### config.mk
export PLATFORM = sky130hd
export DESIGN_NAME = vend_fsm_param_flat
export DESIGN_NICKNAME = d
export VERILOG_FILES = /design/src/rtl/vend_fsm_param_pkg.sv /design/src/rtl/vend_fsm_param_if.sv /design/src/rtl/vend_fsm_param_coin_value.sv /design/src/rtl/vend_fsm_param.sv /design/src/flat_wrapper.sv
export SDC_FILE = /design/constraint.sdc
export NUM_CORES = 1
export LEC_CHECK = 0
export CAP_MARGIN = 20
export CELL_PAD_IN_SITES_DETAIL_PLACEMENT = 1
export CELL_PAD_IN_SITES_GLOBAL_PLACEMENT = 2
export CORE_ASPECT_RATIO = 0.8
export CORE_MARGIN = 10
export CORE_UTILIZATION = 25
export CTS_BUF_LIST = sky130_fd_sc_hd__clkbuf_4
export DETAILED_ROUTE_END_ITERATION = 12
export PLACE_DENSITY = 0.94
export SLEW_MARGIN = 25
export SYNTH_ARGS = -nofsm -noshare
export SYNTH_HDL_FRONTEND = slang
export SYNTH_SLANG_ARGS = --single-unit
export TNS_END_PERCENT = 30
### constraint.sdc
create_clock -name clock -period 3.8 [get_ports clock]
set_clock_uncertainty 0.05 [all_clocks]
set_input_delay 0.76 -clock clock [delete_from_list [all_inputs] [get_ports clock]]
set_output_delay 0.76 -clock clock [all_outputs]
set_load 0.05 [all_outputs]
### src/rtl/vend_fsm_param_pkg.sv
// Shared types for the vending controller: coin codes and FSM state encoding.
package vend_pkg;

   typedef enum logic [1:0] {
      COIN_NONE = 2'b00,
      COIN_A    = 2'b01,
      COIN_B    = 2'b10,
      COIN_C    = 2'b11
   } coin_t;

   typedef enum logic [1:0] {
      IDLE   = 2'd0,
      HOLD   = 2'd1,
      VEND   = 2'd2,
      REFUND = 2'd3
   } vend_state_t;

endpackage

### src/rtl/vend_fsm_param_if.sv
// Coin/refund inputs and vend/change/debug outputs of the vending controller.
interface vend_fsm_param_if #(
   parameter int CREDIT_W = 4
);
   logic [1:0]          coin;
   logic                refund_req;
   logic                drop;
   logic [CREDIT_W-1:0] credit;
   logic                change_valid;
   logic [CREDIT_W-1:0] change_amt;
   logic                coin_reject;
   logic [1:0]          state;

   modport master (
      output coin, refund_req,
      input  drop, credit, change_valid, change_amt, coin_reject, state
   );

   modport slave (
      input  coin, refund_req,
      output drop, credit, change_valid, change_amt, coin_reject, state
   );
endinterface

### src/rtl/vend_fsm_param_coin_value.sv
// Combinational decode of a coin code into its credit value.
module vend_coin_value
   import vend_pkg::*;
#(
   parameter int CREDIT_W = 4,
   parameter int COIN_A   = 1,
   parameter int COIN_B   = 3,
   parameter int COIN_C   = 5
) (
   input  coin_t               coin,
   output logic [CREDIT_W-1:0] val
);

   // Parameter names shadow the enum labels, so the labels are package-qualified.
   always_comb begin
      val = '0;
      case (coin)
         vend_pkg::COIN_A: val = CREDIT_W'(COIN_A);
         vend_pkg::COIN_B: val = CREDIT_W'(COIN_B);
         vend_pkg::COIN_C: val = CREDIT_W'(COIN_C);
         default:          val = '0;
      endcase
   end

endmodule

### src/rtl/vend_fsm_param.sv
// Parametrised coin-operated vending controller with overflow coin rejection.
// Refund path is built only when VEND_REFUND_EN is defined.
//
// state  | meaning
// IDLE   | credit is 0, no pulse
// HOLD   | credit > 0, no pulse
// VEND   | drop pulses this cycle
// REFUND | change_valid pulses this cycle (wins over VEND)
module vend_fsm_param
   import vend_pkg::*;
#(
   parameter int PRICE    = 4,
   parameter int CREDIT_W = 4,
   parameter int COIN_A   = 1,
   parameter int COIN_B   = 3,
   parameter int COIN_C   = 5
) (
   input logic              clock,
   input logic              reset,
   vend_fsm_param_if.slave  bus
);

   localparam logic [1:0] ST_IDLE   = 2'(IDLE);
   localparam logic [1:0] ST_HOLD   = 2'(HOLD);
   localparam logic [1:0] ST_VEND   = 2'(VEND);
   localparam logic [1:0] ST_REFUND = 2'(REFUND);

   localparam logic [CREDIT_W:0] PRICE_W = (CREDIT_W+1)'(PRICE);

   logic [CREDIT_W-1:0] credit_q, change_amt_q;
   logic                drop_q, change_valid_q, coin_reject_q;
   logic [1:0]          state_q;

   logic [CREDIT_W-1:0] val;
   logic [CREDIT_W:0]   sum_raw, sum_kept;
   logic [CREDIT_W-1:0] sum_vended, credit_n, change_amt_n;
   logic                reject_n, drop_n, refund_n;
   logic [1:0]          state_n;

   vend_coin_value #(
      .CREDIT_W (CREDIT_W),
      .COIN_A   (COIN_A),
      .COIN_B   (COIN_B),
      .COIN_C   (COIN_C)
   ) u_coin_value (
      .coin (coin_t'(bus.coin)),
      .val  (val)
   );

`ifdef VEND_REFUND_EN
   assign refund_n = bus.refund_req;
`else
   logic unused_refund_req;
   assign unused_refund_req = bus.refund_req;
   assign refund_n = 1'b0;
`endif

   always_comb begin
      sum_raw  = {1'b0, credit_q} + {1'b0, val};
      reject_n = sum_raw[CREDIT_W];
      sum_kept = reject_n ? {1'b0, credit_q} : sum_raw;
      drop_n   = (sum_kept >= PRICE_W);
      // After an accepted coin the top bit is clear, so truncation is lossless.
      sum_vended   = drop_n ? CREDIT_W'(sum_kept - PRICE_W) : CREDIT_W'(sum_kept);
      credit_n     = refund_n ? '0 : sum_vended;
      change_amt_n = refund_n ? sum_vended : '0;

      if (refund_n)
         state_n = ST_REFUND;
      else if (drop_n)
         state_n = ST_VEND;
      else if (credit_n != '0)
         state_n = ST_HOLD;
      else
         state_n = ST_IDLE;
   end

   always_ff @(posedge clock) begin
      if (reset) begin
         credit_q       <= '0;
         drop_q         <= 1'b0;
         change_valid_q <= 1'b0;
         change_amt_q   <= '0;
         coin_reject_q  <= 1'b0;
         state_q        <= ST_IDLE;
      end else begin
         credit_q       <= credit_n;
         drop_q         <= drop_n;
         change_valid_q <= refund_n;
         change_amt_q   <= change_amt_n;
         coin_reject_q  <= reject_n;
         state_q        <= state_n;
      end
   end

   assign bus.credit       = credit_q;
   assign bus.drop         = drop_q;
   assign bus.change_valid = change_valid_q;
   assign bus.change_amt   = change_amt_q;
   assign bus.coin_reject  = coin_reject_q;
   assign bus.state        = state_q;

endmodule

### src/flat_wrapper.sv
// flat-port wrapper written by rule: the top's interface ports become plain ports
module vend_fsm_param_flat import vend_pkg::*;
#(
   parameter int PRICE    = 4,
   parameter int CREDIT_W = 4,
   parameter int COIN_A   = 1,
   parameter int COIN_B   = 3,
   parameter int COIN_C   = 5
)
  (clock, reset, bus_coin, bus_refund_req, bus_drop, bus_credit, bus_change_valid, bus_change_amt, bus_coin_reject, bus_state);
  vend_fsm_param_if #(.CREDIT_W(CREDIT_W)) bus_i ();
  input logic clock;
  input logic reset;
  input wire logic [$bits(bus_i.coin)-1:0] bus_coin;
  input wire logic [$bits(bus_i.refund_req)-1:0] bus_refund_req;
  output wire logic [$bits(bus_i.drop)-1:0] bus_drop;
  output wire logic [$bits(bus_i.credit)-1:0] bus_credit;
  output wire logic [$bits(bus_i.change_valid)-1:0] bus_change_valid;
  output wire logic [$bits(bus_i.change_amt)-1:0] bus_change_amt;
  output wire logic [$bits(bus_i.coin_reject)-1:0] bus_coin_reject;
  output wire logic [$bits(bus_i.state)-1:0] bus_state;
  assign bus_i.coin = bus_coin;
  assign bus_i.refund_req = bus_refund_req;
  assign bus_drop = bus_i.drop;
  assign bus_credit = bus_i.credit;
  assign bus_change_valid = bus_i.change_valid;
  assign bus_change_amt = bus_i.change_amt;
  assign bus_coin_reject = bus_i.coin_reject;
  assign bus_state = bus_i.state;
  vend_fsm_param #(.PRICE(PRICE), .CREDIT_W(CREDIT_W), .COIN_A(COIN_A), .COIN_B(COIN_B), .COIN_C(COIN_C)) u_core (.clock(clock), .reset(reset), .bus(bus_i));
endmodule
==> results_dict.tcl, run 1 <==
set metrics [dict create \
    worst_max_slew_pin_slew_ns 0.506 \
    cp_top_family "simple AND/OR/NAND/NOR gates" \
    synth.yosys.seq_area_share 0.327 \
    timing.critical_path.fanout_max 4 \
    grt_util_all_layers 0.0483 \
    p_total_mw 0.251 \
    pre_cts_slack_ns 0.826 \
    holdCritPathClass "reg2reg" \
    clk_pin_slew_worst_paths_ns 0.05 \
    multi_input_combinational_cell_area_um2 248 \
    max_cap_viol_count 0 \
    synth_top_family_by_area "simple AND/OR/NAND/NOR gates" \
    clock_tree.htree_level_count 1 \
    share_of_yosys_cell_area_claimed_by_the_top_area_cell_type 0.327 \
    synth_area_per_cell_um2 8.76 \
    chipHeight_um 57.1 \
    final.setup.tns_ns 0 \
    path_buf_inv 2 \
    drt_drc_violations_left 0 \
    final_antenna_net_count 0 \
    source_of_the_worst_register_to_register_timing_path "u_core.bus.credit[0]$_SDFF_PP0_" \
    required_ns 3.88 \
    synth.cell_area_um2 429 \
    synthFlopType "sky130_fd_sc_hd__dfxtp_1" \
    synth.top_cells.by_area "sky130_fd_sc_hd__dfxtp_1 33%, sky130_fd_sc_hd__buf_4 10%, sky130_fd_sc_hd__ha_1 8.7%" \
    number_of_antenna_violations_at_the_first_check_in_global_routing 0 \
    power_density_nw_per_um2 443 \
    route.detailed.vias_per_inst 4.11 \
    wl_um 903 \
    final_max_slew_viol_count 0 \
    hold_start "u_core.bus.credit[0]$_SDFF_PP0_" \
    die-width_um 66.3 \
    kind_of_launch_point_of_the_worst_setup_path "input pin" \
    synthSimpleGateAreaFrac 0.251 \
    layout.area.seq_um2 140 \
    rsz_0062_raised_after_global_routing "false" \
    async_flop_share 0 \
    finalWorstPathRequiredPeriod_ns 2.71 \
    r2r.worst_path.cells 7 \
    grt.overflow.total 0 \
    final_layout_size_suffix_gt1_frac 0.0968 \
    grt_max_degree 8 \
    post_synth_mux_area_share 0.0233 \
    hold-path-cell-count 2 \
    routedWlPerCell_um 10.8 \
    dpl.cell_count 80 \
    hold-path-endpoint "u_core.bus.credit[0]$_SDFF_PP0_" \
    row_count 13 \
    start_util 0.264 \
    max_freq_mhz 369 \
    finish.net_count 72 \
    detailed_router_iteration_count_before_antenna_repair 3 \
    critical_path.max_stage_delay_ns 0.48 \
    post_cts_resize_count 0 \
    synth_cells 49 \
    pin_count 18 \
    tritoncts_clock_tree "built" \
    layout_stage_area_growth_over_the_synthesis_result_pct 32.1 \
    run_status "completed" \
    drt_iter0_drc 5 \
    cts_setup_buffers 0 \
    report.final.setup_viol 0 \
    synth_edf_count 0 \
    synthesis.yosys.warnings 0 \
    ctsLongestPathBuffers 2 \
    critical_path_arrival_ns 2.79 \
    via_count 345 \
    synth.ff_latch_count 7 \
    path_class "in2reg" \
    gp_congestion 0.703 \
    synth_compound_area_frac 0.125 \
    first_pass_grt_wire_length_um 1390 \
    clock_latency_of_the_later_clocked_register_in_the_worst_skew_pair_ns 0.25 \
    cts_buffers 3 \
    synth_xor_xnor_area_share 0 \
    antenna_cells 0 \
    critPathCaptureType "register" \
    die-area_um2 3780 \
    crit_path_top_delay_cell "sky130_fd_sc_hd__clkdlybuf4s50_1" \
    worst_setup_path_startpoint "bus_coin[1]" \
    path_depth 9 \
    hold_violations 0 \
    floorplan.core_area_um2 1630 \
    regToRegEndpoint "u_core.bus.credit[2]$_SDFF_PP0_" \
    setup_slack_ns 1.09 \
    final.hold.worst_slack_ns 0.496 \
    cts_hold_buf 0 \
    yosys.area.top_type "sky130_fd_sc_hd__dfxtp_1" \
    period_share 0.713 \
    vias_in_the_first_global_route 336 \
    critical_path.cell_chain "clkdlybuf4s50_1, or2_2, ha_1, inv_1, fa_1, or2b_1, a21oi_1, or3_1, nor3b_1" \
    post_synthesis_share_of_cell_area_spent_on_full_adders_half_adders_and_majority_gates 0.134 \
    max-slew-margin-rel 0.662 \
    r2r_setup_slack_ns 1.83 \
    synth_cell_type_count 24 \
    final-instance-count-excl-fill 84 \
    place.port_buffers 11 \
    cts_sinks 7 \
    nFillCells 199 \
    total_leakage_power_nw 0.258 \
    detailedPlacementHpwl_um 778 \
    irDropWorstVdd_mv 0.122 \
    clock-root-buffer "sky130_fd_sc_hd__clkbuf_4" \
]
[report_power, final]
part           internal, mW  switching (mW)
clock network        0.0471          0.0252
logic                0.0330          0.0605
registers            0.0805         0.00481
total                 0.161          0.0906
[layout make-up]
class,instances,area share
inverter,3,0.0199
clock buffer,4,0.0530
multi-input combinational,37,0.437
tap,22,0.0486
timing repair buffer,11,0.194
sequential,7,0.247
[cells in the mapped netlist (2+ instances only)]
master	number
sky130_fd_sc_hd__dfxtp_1	7
sky130_fd_sc_hd__buf_4	6
sky130_fd_sc_hd__nor2_1	5
sky130_fd_sc_hd__a21oi_1	3
sky130_fd_sc_hd__ha_1	3
sky130_fd_sc_hd__inv_1	3
sky130_fd_sc_hd__a21o_1	2
sky130_fd_sc_hd__nand2b_1	2
sky130_fd_sc_hd__nor3_1	2
sky130_fd_sc_hd__nor3b_1	2
[worst max path at each step]
stage	endpoint	slack, ns
after floorplan	u_core.bus.credit[2]$_SDFF_PP0_	1.42
after global placement	u_core.bus.credit[2]$_SDFF_PP0_	0.88
after detailed placement	u_core.bus.credit[2]$_SDFF_PP0_	0.83
after CTS	u_core.bus.credit[3]$_SDFF_PP0_	1.08
after global routing	u_core.bus.state[0]$_SDFF_PP0_	0.99
final	u_core.bus.credit[2]$_SDFF_PP0_	1.09
[cells in the final DEF (no fill, tap or decap), drive strengths merged]
| cell | n |
|---|---|
| a21o | 2 |
| o21ai | 1 |
| nand4 | 1 |
| or2b | 1 |
| mux2i | 1 |
| clkdlybuf4s50 | 11 |
| a211oi | 1 |
| nor2 | 5 |
| clkbuf | 4 |
| nand2 | 1 |
| o21a | 1 |
| fa | 1 |
| nor2b | 1 |
| dfxtp | 7 |
| nor3 | 2 |
| or3 | 1 |
| and2 | 1 |
| or2 | 1 |
| nor3b | 2 |
| inv | 3 |
| nand2b | 2 |
| ha | 3 |
| a21oi | 3 |
| conb | 5 |
| and3b | 1 |
[worst register-to-register path: stages (launching register included)]
cell and delay, ns:
sky130_fd_sc_hd__dfxtp_1 0.36, sky130_fd_sc_hd__ha_1 0.19, sky130_fd_sc_hd__inv_1 0.06, sky130_fd_sc_hd__fa_1 0.40, sky130_fd_sc_hd__or2b_1 0.21, sky130_fd_sc_hd__a21oi_1 0.07
sky130_fd_sc_hd__or3_1 0.38, sky130_fd_sc_hd__nor3b_1 0.14
[stage by stage]
step | instance area (um^2) | util
after floorplan | 444 | -
after global placement | 537 | 0.330
after detailed placement | 537 | 0.330
after CTS | 567 | 0.348
after global routing | 567 | 0.348
final | 567 | 0.348
[cell families after synthesis]
logic type,Yosys count
buffers and inverters,9
AO/OA/AOI/OAI,8
flip-flops,7
AND/OR/NAND/NOR,19
adder cells (fa/ha/maj),4
other,1
multiplexers,1
[registers in the layout (all words and copies together) (netlist names)]
signal and flops:
u_core.bus.state 2, u_core.bus.coin_reject 1, u_core.bus.credit 4
[layer usage]
metal | routed length [um] | share of wire | GRT usage | up-vias
met5 | 0 | 0 | 0 | -
met4 | 16 | 0.018 | 0.0448 | 0
met3 | 99 | 0.11 | 0.0234 | 2
met2 | 346 | 0.38 | 0.0655 | 17
met1 | 441 | 0.49 | 0.0536 | 145
li1 | - | - | - | 181
(Power assumes the default switching activity.)
==> inputs of run 2 (changes only) <==
--- a/config.mk
+++ b/config.mk
@@ -10,10 +10,10 @@
 export CELL_PAD_IN_SITES_GLOBAL_PLACEMENT = 2
 export CORE_ASPECT_RATIO = 0.8
 export CORE_MARGIN = 10
-export CORE_UTILIZATION = 25
+export CORE_UTILIZATION = 21
 export CTS_BUF_LIST = sky130_fd_sc_hd__clkbuf_4
 export DETAILED_ROUTE_END_ITERATION = 12
-export PLACE_DENSITY = 0.94
+export PLACE_DENSITY = 0.85
 export SLEW_MARGIN = 25
 export SYNTH_ARGS = -nofsm -noshare
 export SYNTH_HDL_FRONTEND = slang
==> constraint.sdc (replaced) <==
create_clock -name clock -period 2.34 [get_ports clock]
set_clock_uncertainty 0.05 [all_clocks]
set_input_delay 0.468 -clock clock [delete_from_list [all_inputs] [get_ports clock]]
set_output_delay 0.468 -clock clock [all_outputs]
set_load 0.05 [all_outputs]
==> run 2 against run 1 <==
Against the previous run: sequential cell count stayed put; clock power is 63% higher; final cell count is 7.1% higher; register-to-register slack worse by 1.5 ns; critical path type unchanged; sequential share of layout area is 1.8 points lower; largest power group unchanged; utilization is 2.8 points lower; power is 67% higher; sequential power is 63% higher; first-iteration DRC count is 140% higher.
==> results_dict.tcl, run 2 (synthesized netlist as in run 1, its figures left out) <==
set metrics [dict create \
    first_pass_grt_wire_length_um 1660 \
    floorplan.core_area_um2 1910 \
    grt_max_degree 8 \
    final.setup.tns_ns 0 \
    critical_path.cell_chain "dlygate4sd2_1, or2_4, ha_2, inv_1, fa_2, or2b_1, a21oi_1, or3_1, nor3b_1" \
    hold_violations 0 \
    holdCritPathClass "reg2reg" \
    worst_setup_path_startpoint "bus_coin[0]" \
    grt.overflow.total 0 \
    hold_start "u_core.bus.credit[0]$_SDFF_PP0_" \
    max_cap_viol_count 0 \
    finalWorstPathRequiredPeriod_ns 2.13 \
    die-area_um2 4260 \
    final_layout_size_suffix_gt1_frac 0.197 \
    wl_um 984 \
    layout.core_utilization 0.320 \
    place.port_buffers 11 \
    cts_sinks 7 \
    source_of_the_worst_register_to_register_timing_path "u_core.bus.credit[0]$_SDFF_PP0_" \
    final_max_slew_viol_count 0 \
    timing.critical_path.fanout_max 3 \
    detailedPlacementHpwl_um 858 \
    total_leakage_power_nw 0.287 \
    path_class "in2reg" \
    via_count 377 \
    vias_in_the_first_global_route 405 \
    run_status "completed" \
    period_share 0.910 \
    final_antenna_net_count 0 \
    start_util 0.225 \
    nFillCells 229 \
    most-common-layout-cells "9 x sky130_fd_sc_hd__clkdlybuf4s50_1, 7 x sky130_fd_sc_hd__dfxtp_1, 5 x sky130_fd_sc_hd__nor2_1, 5 x sky130_fd_sc_hd__conb_1" \
    clock_latency_of_the_later_clocked_register_in_the_worst_skew_pair_ns 0.24 \
    grt_util_all_layers 0.0484 \
    routedWlPerCell_um 10.9 \
    finish.net_count 76 \
    worst_max_slew_pin_slew_ns 0.519 \
    max-slew-margin-rel 0.653 \
    tritoncts_clock_tree "built" \
    multi_input_combinational_cell_area_um2 263 \
    clock_tree.htree_level_count 1 \
    number_of_flip_flops_under_the_largest_register_name 4 \
    antenna_cells 0 \
    ctsLongestPathBuffers 2 \
    report.final.setup_viol 0 \
    die-width_um 70.5 \
    drt_drc_violations_left 0 \
    required_ns 2.41 \
    mostFrequentLayoutCell "sky130_fd_sc_hd__clkdlybuf4s50_1" \
    max_freq_mhz 470 \
    critical_path_arrival_ns 2.20 \
    drt_iter0_drc 12 \
    power_density_nw_per_um2 685 \
    irDropWorstVdd_mv 0.257 \
    critPathCaptureType "register" \
    clock-root-buffer "sky130_fd_sc_hd__clkbuf_4" \
    row_count 14 \
    number_of_antenna_violations_at_the_first_check_in_global_routing 0 \
    cts_buffers 3 \
    cts_setup_buffers 0 \
    kind_of_launch_point_of_the_worst_setup_path "input pin" \
    route.detailed.vias_per_inst 4.19 \
    clk_pin_slew_worst_paths_ns 0.05 \
    critical_path.max_stage_delay_ns 0.39 \
    detailed_router_iteration_count_before_antenna_repair 3 \
    layout_stage_area_growth_over_the_synthesis_result_pct 42.6 \
    gp_congestion 0.622 \
    pin_count 18 \
    layout.area.seq_um2 140 \
    rsz_0062_raised_after_global_routing "false" \
    chipHeight_um 60.4 \
    crit_path_top_delay_cell "sky130_fd_sc_hd__fa_2" \
]
-- run 2: cell type report --
type / instances / area share
Multi-Input combinational cell: 37 / 0.429
Sequential cell: 7 / 0.229
Timing Repair Buffer: 15 / 0.225
Clock buffer: 4 / 0.0491
Tap cell: 24 / 0.0491
Inverter: 3 / 0.0184
-- run 2: critical path: cells and delay by family --
family          cells  cell delay [ns]
compound gates      1             0.07
fa+ha+maj           2             0.55
buf+inv             2             0.28
simple gates        4             0.84
-- run 2: layer usage --
| layer | global-route usage | vias to the layer above | wire [um] |
|---|---|---|---|
| li1 | - | 188 | - |
| met5 | 0 | - | 0 |
| met4 | 0.0331 | 0 | 0 |
| met1 | 0.0595 | 174 | 504 |
| met2 | 0.0639 | 15 | 390 |
| met3 | 0.0245 | 0 | 89 |
-- run 2: where the power goes --
group,total [mW],internal [mW],switching [mW]
Clock,0.118,0.0764,0.0411
Sequential,0.139,0.131,0.00848
Combinational,0.163,0.0610,0.102
Total,0.419,0.268,0.151
-- run 2: path summary, 6_finish.rpt --
check,depth (start not counted),end,slack (ns)
worst min-delay path,2,u_core.bus.credit[0]$_SDFF_PP0_,0.50
worst max-delay path,9,u_core.bus.credit[2]$_SDFF_PP0_,0.21
worst max register to register,7,u_core.bus.credit[2]$_SDFF_PP0_,0.38
worst min register to register,2,u_core.bus.credit[0]$_SDFF_PP0_,0.50
-- run 2: metrics by stage --
step | hold WS (ns) | power (mW) | std cells | setup slack, ns | instance area [um^2]
5_1_grt | 0.534 | 0.451 | 90 | 0.124 | 612
6_report | 0.504 | 0.419 | 90 | 0.210 | 612
2_1_floorplan | 0.490 | 0.259 | 53 | 0.0816 | 444
3_5_place_dp | 0.499 | 0.303 | 86 | -0.327 | 569
4_1_cts | 0.503 | 0.428 | 90 | 0.206 | 612
3_3_place_gp | 0.480 | 0.298 | 86 | -0.276 | 569
-- run 2: timing repair --
item / CTS / global route
hold buffers: 0 / 0
endpoints found under the setup margin: 3 / 0
resized for setup: 6 / 0
